[src/rtl/reqrsp_to_mem_amo.sv]
`default_nettype none
// +---------------------------------------------------------------------------+
// | reqrsp_to_mem_amo: reqrsp port onto a req/gnt SRAM, atomics done as RMW.  |
// | Optional LR/SC reservation: define REQRSP_AMO_LRSC_EN.     Revision: 1.0  |
// +---------------------------------------------------------------------------+
module reqrsp_to_mem_amo #(
    parameter int AddrWidth = 32,
    parameter int DataWidth = 64,
    parameter int StrbWidth = DataWidth / 8
) (
    input  logic                 clk_i,
    input  logic                 rst_i,
    input  logic                 req_valid_i,
    output logic                 req_ready_o,
    input  logic [AddrWidth-1:0] req_addr_i,
    input  logic                 req_write_i,
    input  logic [DataWidth-1:0] req_data_i,
    input  logic [StrbWidth-1:0] req_strb_i,
    input  logic [2:0]           req_size_i,
    input  logic [3:0]           req_amo_i,
    output logic                 rsp_valid_o,
    input  logic                 rsp_ready_i,
    output logic [DataWidth-1:0] rsp_data_o,
    output logic                 rsp_error_o,
    output logic                 mem_req_o,
    input  logic                 mem_gnt_i,
    output logic [AddrWidth-1:0] mem_addr_o,
    output logic                 mem_we_o,
    output logic [DataWidth-1:0] mem_wdata_o,
    output logic [StrbWidth-1:0] mem_be_o,
    input  logic                 mem_rvalid_i,
    input  logic [DataWidth-1:0] mem_rdata_i
);
    localparam logic [3:0] AMO_NONE = 4'h0, AMO_SWAP = 4'h1, AMO_ADD  = 4'h2, AMO_AND  = 4'h3,
                           AMO_OR   = 4'h4, AMO_XOR  = 4'h5, AMO_MAX  = 4'h6, AMO_MAXU = 4'h7,
                           AMO_MIN  = 4'h8, AMO_MINU = 4'h9, AMO_LR   = 4'hA, AMO_SC   = 4'hB;
    localparam int OFFS = $clog2(StrbWidth);
    localparam logic [2:0] IDLE = 3'd0, MEM_RD = 3'd1, WAIT_RD = 3'd2,
                           MEM_WR = 3'd3, WAIT_WR = 3'd4, RESP = 3'd5;

    logic [2:0]           state, state_next;
    logic                 accept, is_amo_op, is_illegal, size_ok, is_lr, is_sc;
    logic                 sc_pass, sc_fail, go_err, go_store, lane_hi_in;
    logic [AddrWidth-1:0] addr_aligned;
    logic [7:0]           amo_be;
    logic                 unused_addr_bits;

    logic                 amo_q, wide_q, lane_hi_q;
    logic [3:0]           op_q;
    logic [DataWidth-1:0] operand_q, wdata_q, rsp_data_q;
    logic [AddrWidth-1:0] addr_q;
    logic [StrbWidth-1:0] be_q;
    logic                 rsp_error_q;

    logic [63:0] old_ext, opnd_ext, alu_a, alu_b, alu_res, new_ext;
    logic [31:0] old32, op32;

    // Narrow operands arrive zero-extended, so the unsigned compare is exact on W bits.
    function automatic logic [63:0] amo_alu(input logic [3:0] op, input logic [63:0] a,
                                            input logic [63:0] b, input logic wide);
        logic sa, sb, lt_u, lt_s;
        logic [63:0] r;
        sa   = wide ? a[63] : a[31];
        sb   = wide ? b[63] : b[31];
        lt_u = a < b;
        lt_s = (sa != sb) ? sa : lt_u;
        case (op)
            AMO_SWAP: r = b;
            AMO_ADD:  r = a + b;
            AMO_AND:  r = a & b;
            AMO_OR:   r = a | b;
            AMO_XOR:  r = a ^ b;
            AMO_MAX:  r = lt_s ? b : a;
            AMO_MAXU: r = lt_u ? b : a;
            AMO_MIN:  r = lt_s ? a : b;
            AMO_MINU: r = lt_u ? a : b;
            default:  r = a;
        endcase
        return r;
    endfunction

    assign accept           = (state == IDLE) && req_valid_i;
    assign addr_aligned     = {req_addr_i[AddrWidth-1:OFFS], {OFFS{1'b0}}};
    assign unused_addr_bits = ^req_addr_i[OFFS-1:0];
    assign is_amo_op        = (req_amo_i >= AMO_SWAP) && (req_amo_i <= AMO_MINU);
    assign is_illegal       = (req_amo_i >= 4'hC);
    assign is_lr            = (req_amo_i == AMO_LR);
    assign is_sc            = (req_amo_i == AMO_SC);
    assign size_ok          = (req_size_i == 3'd2) || ((req_size_i == 3'd3) && (DataWidth == 64));
    assign lane_hi_in       = (DataWidth == 64) && req_addr_i[2];
    assign amo_be           = (req_size_i == 3'd3) ? 8'hFF : (lane_hi_in ? 8'hF0 : 8'h0F);

`ifdef REQRSP_AMO_LRSC_EN
    logic                 resv_valid;
    logic [AddrWidth-1:0] resv_addr;

    assign sc_pass  = is_sc && resv_valid && (resv_addr == addr_aligned);
    assign sc_fail  = is_sc && !sc_pass;
    assign go_err   = is_illegal || (is_amo_op && !size_ok);
    assign go_store = ((req_amo_i == AMO_NONE) && req_write_i) || sc_pass;

    always_ff @(posedge clk_i or posedge rst_i) begin
        if (rst_i) begin
            resv_valid <= 1'b0;
            resv_addr  <= '0;
        end else if (accept && is_lr) begin
            resv_valid <= 1'b1;
            resv_addr  <= addr_aligned;
        end else if (accept && is_sc) begin
            resv_valid <= 1'b0;
        end else if ((state == MEM_WR) && mem_gnt_i && (addr_q == resv_addr)) begin
            resv_valid <= 1'b0;
        end
    end
`else
    assign sc_pass  = 1'b0;
    assign sc_fail  = 1'b0;
    assign go_err   = is_illegal || (is_amo_op && !size_ok) || is_sc;
    assign go_store = (req_amo_i == AMO_NONE) && req_write_i && !sc_pass;
`endif

    // Read-modify-write datapath: only the selected lane changes, the rest is read back.
    always_comb begin
        old_ext  = 64'(mem_rdata_i);
        opnd_ext = 64'(operand_q);
        old32    = lane_hi_q ? old_ext[63:32] : old_ext[31:0];
        op32     = lane_hi_q ? opnd_ext[63:32] : opnd_ext[31:0];
        alu_a    = wide_q ? old_ext : {32'b0, old32};
        alu_b    = wide_q ? opnd_ext : {32'b0, op32};
        alu_res  = amo_alu(op_q, alu_a, alu_b, wide_q);
        if (wide_q)         new_ext = alu_res;
        else if (lane_hi_q) new_ext = {alu_res[31:0], old_ext[31:0]};
        else                new_ext = {old_ext[63:32], alu_res[31:0]};
    end

    always_ff @(posedge clk_i or posedge rst_i) begin
        if (rst_i) begin
            amo_q       <= 1'b0;
            wide_q      <= 1'b0;
            lane_hi_q   <= 1'b0;
            op_q        <= AMO_NONE;
            operand_q   <= '0;
            addr_q      <= '0;
            wdata_q     <= '0;
            be_q        <= '0;
            rsp_data_q  <= '0;
            rsp_error_q <= 1'b0;
        end else begin
            if (accept) begin
                amo_q       <= is_amo_op;
                wide_q      <= (req_size_i == 3'd3);
                lane_hi_q   <= lane_hi_in;
                op_q        <= req_amo_i;
                operand_q   <= req_data_i;
                addr_q      <= addr_aligned;
                wdata_q     <= req_data_i;
                rsp_data_q  <= {{(DataWidth-1){1'b0}}, sc_fail};
                rsp_error_q <= go_err;
                if (is_amo_op)     be_q <= amo_be[StrbWidth-1:0];
                else if (go_store) be_q <= req_strb_i;
                else               be_q <= '1;
            end
            if ((state == WAIT_RD) && mem_rvalid_i) begin
                rsp_data_q <= mem_rdata_i;
                wdata_q    <= new_ext[DataWidth-1:0];
            end
        end
    end

    always_ff @(posedge clk_i or posedge rst_i) begin
        if (rst_i) state <= IDLE;
        else       state <= state_next;
    end

    always_comb begin
        state_next = state;
        case (state)
            IDLE: if (req_valid_i) begin
                if (go_err || sc_fail) state_next = RESP;
                else if (go_store)     state_next = MEM_WR;
                else                   state_next = MEM_RD;
            end
            MEM_RD:  if (mem_gnt_i)    state_next = WAIT_RD;
            WAIT_RD: if (mem_rvalid_i) state_next = amo_q ? MEM_WR : RESP;
            MEM_WR:  if (mem_gnt_i)    state_next = WAIT_WR;
            WAIT_WR: if (mem_rvalid_i) state_next = RESP;
            RESP:    if (rsp_ready_i)  state_next = IDLE;
            default:                   state_next = IDLE;
        endcase
    end

    always_comb begin
        req_ready_o = (state == IDLE);
        mem_req_o   = (state == MEM_RD) || (state == MEM_WR);
        mem_we_o    = (state == MEM_WR);
        rsp_valid_o = (state == RESP);
    end

    assign mem_addr_o  = addr_q;
    assign mem_wdata_o = wdata_q;
    assign mem_be_o    = be_q;
    assign rsp_data_o  = rsp_data_q;
    assign rsp_error_o = rsp_error_q;

endmodule
`default_nettype wire

[config.mk]
export PLATFORM = sky130hd
export DESIGN_NAME = reqrsp_to_mem_amo
export DESIGN_NICKNAME = d
export VERILOG_FILES = /design/src/rtl/reqrsp_to_mem_amo.sv
export SDC_FILE = /design/constraint.sdc
export NUM_CORES = 1
export LEC_CHECK = 0
export ABC_CLOCK_PERIOD_IN_PS = 15750
export CORE_ASPECT_RATIO = 1.4
export CORE_MARGIN = 4
export CORE_UTILIZATION = 40
export CTS_BUF_LIST = sky130_fd_sc_hd__clkbuf_2 sky130_fd_sc_hd__clkbuf_4 sky130_fd_sc_hd__clkbuf_8
export DETAILED_ROUTE_END_ITERATION = 8
export MAX_ROUTING_LAYER = met4
export PLACE_DENSITY = 0.72
export SLEW_MARGIN = 40
export SYNTH_ARGS = -nofsm -noshare
export SYNTH_HDL_FRONTEND = slang
export SYNTH_SLANG_ARGS = --single-unit
[constraint.sdc]
create_clock -name clk_i -period 15.75 [get_ports clk_i]
set_clock_uncertainty 0.1 [all_clocks]
set_input_delay 4.725 -clock clk_i [delete_from_list [all_inputs] [get_ports clk_i]]
set_output_delay 4.725 -clock clk_i [all_outputs]
set_load 0.1 [all_outputs]
-- After elaboration in Yosys (flattened, before gate mapping)
Index checks and enable logic that the tools add are counted.
- register bits: 240
- logic and storage cells: 89
- output and inout bits: 173
- reduce and logical (&&, ||, !) cells: 14
- bitwise logic cells: 3
- magnitude comparators: 4
- muxes and demuxes: 32
- add/sub/neg operators: 1
- equality and inequality tests: 24
- operators by type and width (operator ; number):
    64-bit two-way mux ; 12
    64-bit one-hot mux with 9 select lines ; 1
    64-bit adder ; 1
    64-bit bitwise AND ; 1
    64-bit < comparator ; 1
    32-bit two-way mux ; 2
    64-bit OR ; 1
    64-bit bitwise XOR ; 1
    8-bit two-way mux ; 4
    3-bit two-way mux ; 8
    3-bit one-hot mux with 6 select lines ; 1
    4-bit by 3-bit == test with 1-bit output (second input constant) ; 4
    3-bit by 2-bit == test with 1-bit output (second input constant) ; 4
    4-bit == test (second input constant) ; 3
    2-bit inequality test (second input constant) ; 5
    4-bit by 2-bit == test with 1-bit output (second input constant) ; 2
    3-bit == test (second input constant) ; 2
    6-bit AND reduction ; 1
    1-bit logical AND ; 5
    4-bit by 1-bit == test with 1-bit output (second input constant) ; 1
    4-bit by 1-bit greater-or-equal comparator with 1-bit output (second input constant) ; 1
    4-bit greater-or-equal comparator (second input constant) ; 1
    4-bit <= comparator (second input constant) ; 1
    4-bit logical NOT ; 1
    9 further kinds ; 14

-- Depth between registers and ports, before layout
- depth in word-level cells: 10
- depth in mapped cells: 25
- mapped depth without buffers: 18

-- Worst setup path after synthesis
OpenSTA, ideal clock, no wires.
- path type: input to register
- start: input mem_rdata_i[61]
- end: register wdata_q[47] (netlist: mem_wdata_o[47])
- path buffers: 2
- arrival: 8216 ps
- cell stages on the path: 18
- data required time: 15526 ps
- setup slack: 7311 ps
- cell sequence: inv_1 -> o21ai_0 -> inv_1 -> ha_1 -> clkbuf_1 -> nor4_1 -> nand3_1 -> nor3_2 -> o31ai_1 -> and4bb_2 -> and3_2 -> nor2_4 -> mux2_4 -> nor2_4 -> buf_4 -> o221ai_1 -> a32o_1 -> a211o_1
- word-level cells in the longest chain between the ends: 9
- elaborated cells on any way between the ends: 13
- classes of those cells: add/sub (1); order compare (1); mux (11)
- ends and longest elaborated chain (what ; line ; source):
    start, declared ; 32 ; input logic [DataWidth-1:0] mem_rdata_i
    32-bit two-way mux ; 126 ; old32 = lane_hi_q ? old_ext[63:32] : old_ext[31:0];
    64-bit two-way mux * ; 128 ; alu_a = wide_q ? old_ext : {32'b0, old32};
    64-bit < comparator ; 65 ; lt_u = a < b;
    1-bit two-way mux ; 66 ; lt_s = (sa != sb) ? sa : lt_u;
    64-bit two-way mux, on equally long branches ; 75, 73 ;
    64-bit one-hot mux with 9 select lines * ; 67 ; case (op)
    64-bit two-way mux ; 132 ; else if (lane_hi_q) new_ext = {alu_res[31:0], old_ext[31:0]};
    64-bit two-way mux * ; 131 ; if (wide_q) new_ext = alu_res;
    64-bit two-way mux * ; 163 ; if ((state == WAIT_RD) && mem_rvalid_i) begin
    end signal, assigned ; 156 ; wdata_q <= req_data_i;
    end signal, assigned ; 165 ; wdata_q <= new_ext[DataWidth-1:0];
    end, declared ; 50 ; logic [DataWidth-1:0] operand_q, wdata_q, rsp_data_q;
Mark *: on every way between the ends. The rest lies on a longest branch, timed or not.
A chain may end at the register's enable or synchronous reset.

-- Final worst setup path
- start: input mem_rdata_i[44]
- end: register wdata_q[60] (netlist: mem_wdata_o[60])
The elaborated chain is that of the path after synthesis.

==> summary.txt <==
GRT Total Usage: 33.1%
Antenna Nets Post-Route: 0
worst setup margin: 5.11 ns
row count: 99
min Tclk post-route: 10.64 ns
via count: 23200
nets@finish: 3465
Post-CTS Hold Buffers: 0
crit path cell chain: clkdlybuf4s50_1, and2_1, ha_1, and4bb_1, nand4_1, nor3_2, o31ai_1, and4bb_2, a211o_1, a311o_4, a21oi_4, nand2_2, a221oi_1, a211o_1, a31oi_1
Syn. warnings: 0
clock root buffer: clkbuf_8
vias in the first global route: 22100
crit path kind: input port to flip-flop
CTS tree: built
Syn Inst Count: 2866
CP max-delay cell: clkdlybuf4s50_1
CTS max path bufs: 3
Top FF cell, synth: dfrtp_1
RePlAce Congestion: 1.12
Die Area: 57000 µm²
met2 Use GR: 51.9%
CP max FO: 14
total negative slack: 0 ns
first-pass GRT wire length: 141000 µm
Place WS: 4.82 ns
setup bufs post-CTS: 0
Resized cells post-CTS: 0
Iteration-0 DRC Markers: 2530
area growth from synthesis to layout: 18.7%
Mapped Area: 21300 µm²
Slew Limit Headroom: 39.2%
Crit path required time: 16.05 ns
Hold Path End: mem_addr_o[30]
fillers: 5256
Worst-path clk slew: 0.07 ns
share of cells above drive strength 1: 10.7%
clk_lat worst skew: 0.57 ns
flop2flop setup slack: 8.06 ns
Tcrit/Tclk final: 67.5%
Cells after DPL: 3755
RSZ-0062 raised after global routing: no
CP peak stage delay: 0.78 ns
Slew Viols, Final: 0
max_cap viols: 0
drt total wl: 96600 µm
number of synthesized flops with an enable pin: 0
Seq/Total Area, Yosys: 28.3%
largest net degree at the start of global routing: 184
status: finished clean
#FFs+latches synth: 240
Setup crit end kind: flip-flop
capture point of the worst reg-to-reg path: mem_wdata_o[60]
DRC viols: 0
asr flop ratio synth: 100%
Initial Utilization: 40.6%
crit path DAT: 10.93 ns
H-tree depth: 2
WHS Path Cells: 2
Avg Inst Size Synth: 7.42 µm²
antenna violations before repair: 3
GRT Max-Usage Layer: met2
post-DR vias/cell: 6.05
Setup violations, final: 0
die width: 203 µm
crit path launch type: input port
1st-pass router iterations: 6
Worst path most repeated cell: a211o_1
I/O pins: 355
Core ar.: 52400 µm²
grt met1 use: 39.3%
Remaining Overflow, GRT: 0
Hold Path Class: flip-flop to flip-flop
Final Non-Filler Cells: 3827
DR WL/cell: 25.2 µm
Yosys cell types: 104
CTS Buf Count: 38
Achievable Freq: 0.0940 GHz
Buffers on Ports: 349
Slew @ Worst Pin: 0.902 ns
Util after Layout: 48.2%
HPWL Detailed: 71900 µm
routing usage on met3: 5.56%
clk sinks: 240
Final Hold Vio Count: 0
worst r2r path cells: 17
worst r2r src: wide_q
Die Span Y: 281 µm
Worst Hold Launch: mem_addr_o[30]
final cells by class:
class / instances / area, µm² / area share (%)
multi-input cells: 2252 / 13800 / 54.7
flip-flops and latches: 240 / 6010 / 23.8
repair buffers: 381 / 2930 / 11.6
well taps: 707 / 885 / 3.50
inverters: 177 / 677 / 2.68
clock buffers: 53 / 667 / 2.64
clock inverters: 13 / 272 / 1.08
diodes: 4 / 10.0 / 0.0397
critical path, delay by kind of cell:
family,cells,cell delay (ns)
simple gates,6,2.19
buf+inv,1,0.78
compound gates,7,2.76
fa+ha+maj,1,0.44
sequential cells by signal (all words and copies together) (netlist names):
register,cells
wide_q,1
op_q,4
lane_hi_q,1
amo_q,1
rsp_error_o,1
rsp_data_o,64
mem_addr_o,29
mem_wdata_o,64
mem_be_o,8
operand_q,64
state,3
logic make-up after synthesis:
kind of cell | count (synthesis) | synth area share [%]
and+or+nand+nor | 1142 | 23.2
DFF | 240 | 28.3
adders and majority gates | 195 | 11.5
other | 1 | 0.0176
xor gates and xnor gates | 35 | 1.44
muxes | 50 | 2.46
AOI/OAI and AO/OA | 827 | 25.8
buffers and inverters | 376 | 7.35
cells in the final DEF (no fill, tap or decap), types with 11 or more instances in the layout:
cell / instances
a211o_1: 12
a211oi_1: 31
a21o_1: 33
a21oi_1: 212
a221oi_1: 29
a22oi_1: 19
a31oi_1: 40
a32oi_1: 14
and2_1: 16
and3_1: 26
buf_2: 167
buf_4: 30
clkbuf_8: 43
clkdlybuf4s50_1: 179
dfrtp_1: 239
ha_1: 192
inv_1: 176
mux2i_1: 46
nand2_1: 725
nand2b_1: 18
nand3_1: 86
nand4_1: 13
nor2_1: 138
nor2b_1: 26
nor3_1: 20
o2111ai_1: 11
o211ai_1: 39
o21a_1: 20
o21ai_0: 170
o21bai_1: 13
o221ai_1: 18
o22ai_1: 30
o31ai_1: 33
or3_1: 14
xnor2_1: 25
through the flow:
step / instance area, µm² / hold slack [ns]
6_report: 25200 / 0.368
5_1_grt: 25200 / 0.379
4_1_cts: 25200 / 0.372
3_5_place_dp: 24200 / 0.356
3_3_place_gp: 25000 / 0.356
2_1_floorplan: 21300 / 0.346
worst max-delay path by stage:
stage          depth (start not counted)  slack (ns)              end            start
6_report                              15        5.11  mem_wdata_o[60]  mem_rdata_i[44]
2_1_floorplan                          1        4.34            amo_q            rst_i
3_5_place_dp                          15        4.82  mem_wdata_o[60]  mem_rdata_i[44]
3_3_place_gp                          15        4.82  mem_wdata_o[60]  mem_rdata_i[44]
5_1_grt                               18        5.21  mem_wdata_o[51]  mem_rdata_i[61]
4_1_cts                               15        5.38  mem_wdata_o[60]  mem_rdata_i[44]
synthesized netlist by cell type (all sizes together), types with 33 or more instances:
cell / count / share of area, %
o31ai: 33 / 1.2
dfrtp: 240 / 28
a21o: 35 / 1.2
a21oi: 214 / 5.1
mux2i: 48 / 2.3
clkbuf: 136 / 2.6
a31oi: 40 / 1.2
nand3: 87 / 2.0
nor2: 144 / 2.6
inv: 177 / 3.1
o21ai: 179 / 4.2
nand2: 731 / 13
buf: 63 / 1.7
o211ai: 39 / 1.4
a211oi: 34 / 1.3
ha: 192 / 11
per-layer routing:
metal / up-vias / share of wire (%)
met5: - / 0
met4: 0 / 8.3
met3: 363 / 9.2
met2: 1357 / 45
met1: 11000 / 37
li1: 10400 / -
Power is not shown: default switching activity piles up to over one toggle a cycle in this logic, so the estimate is an artifact.
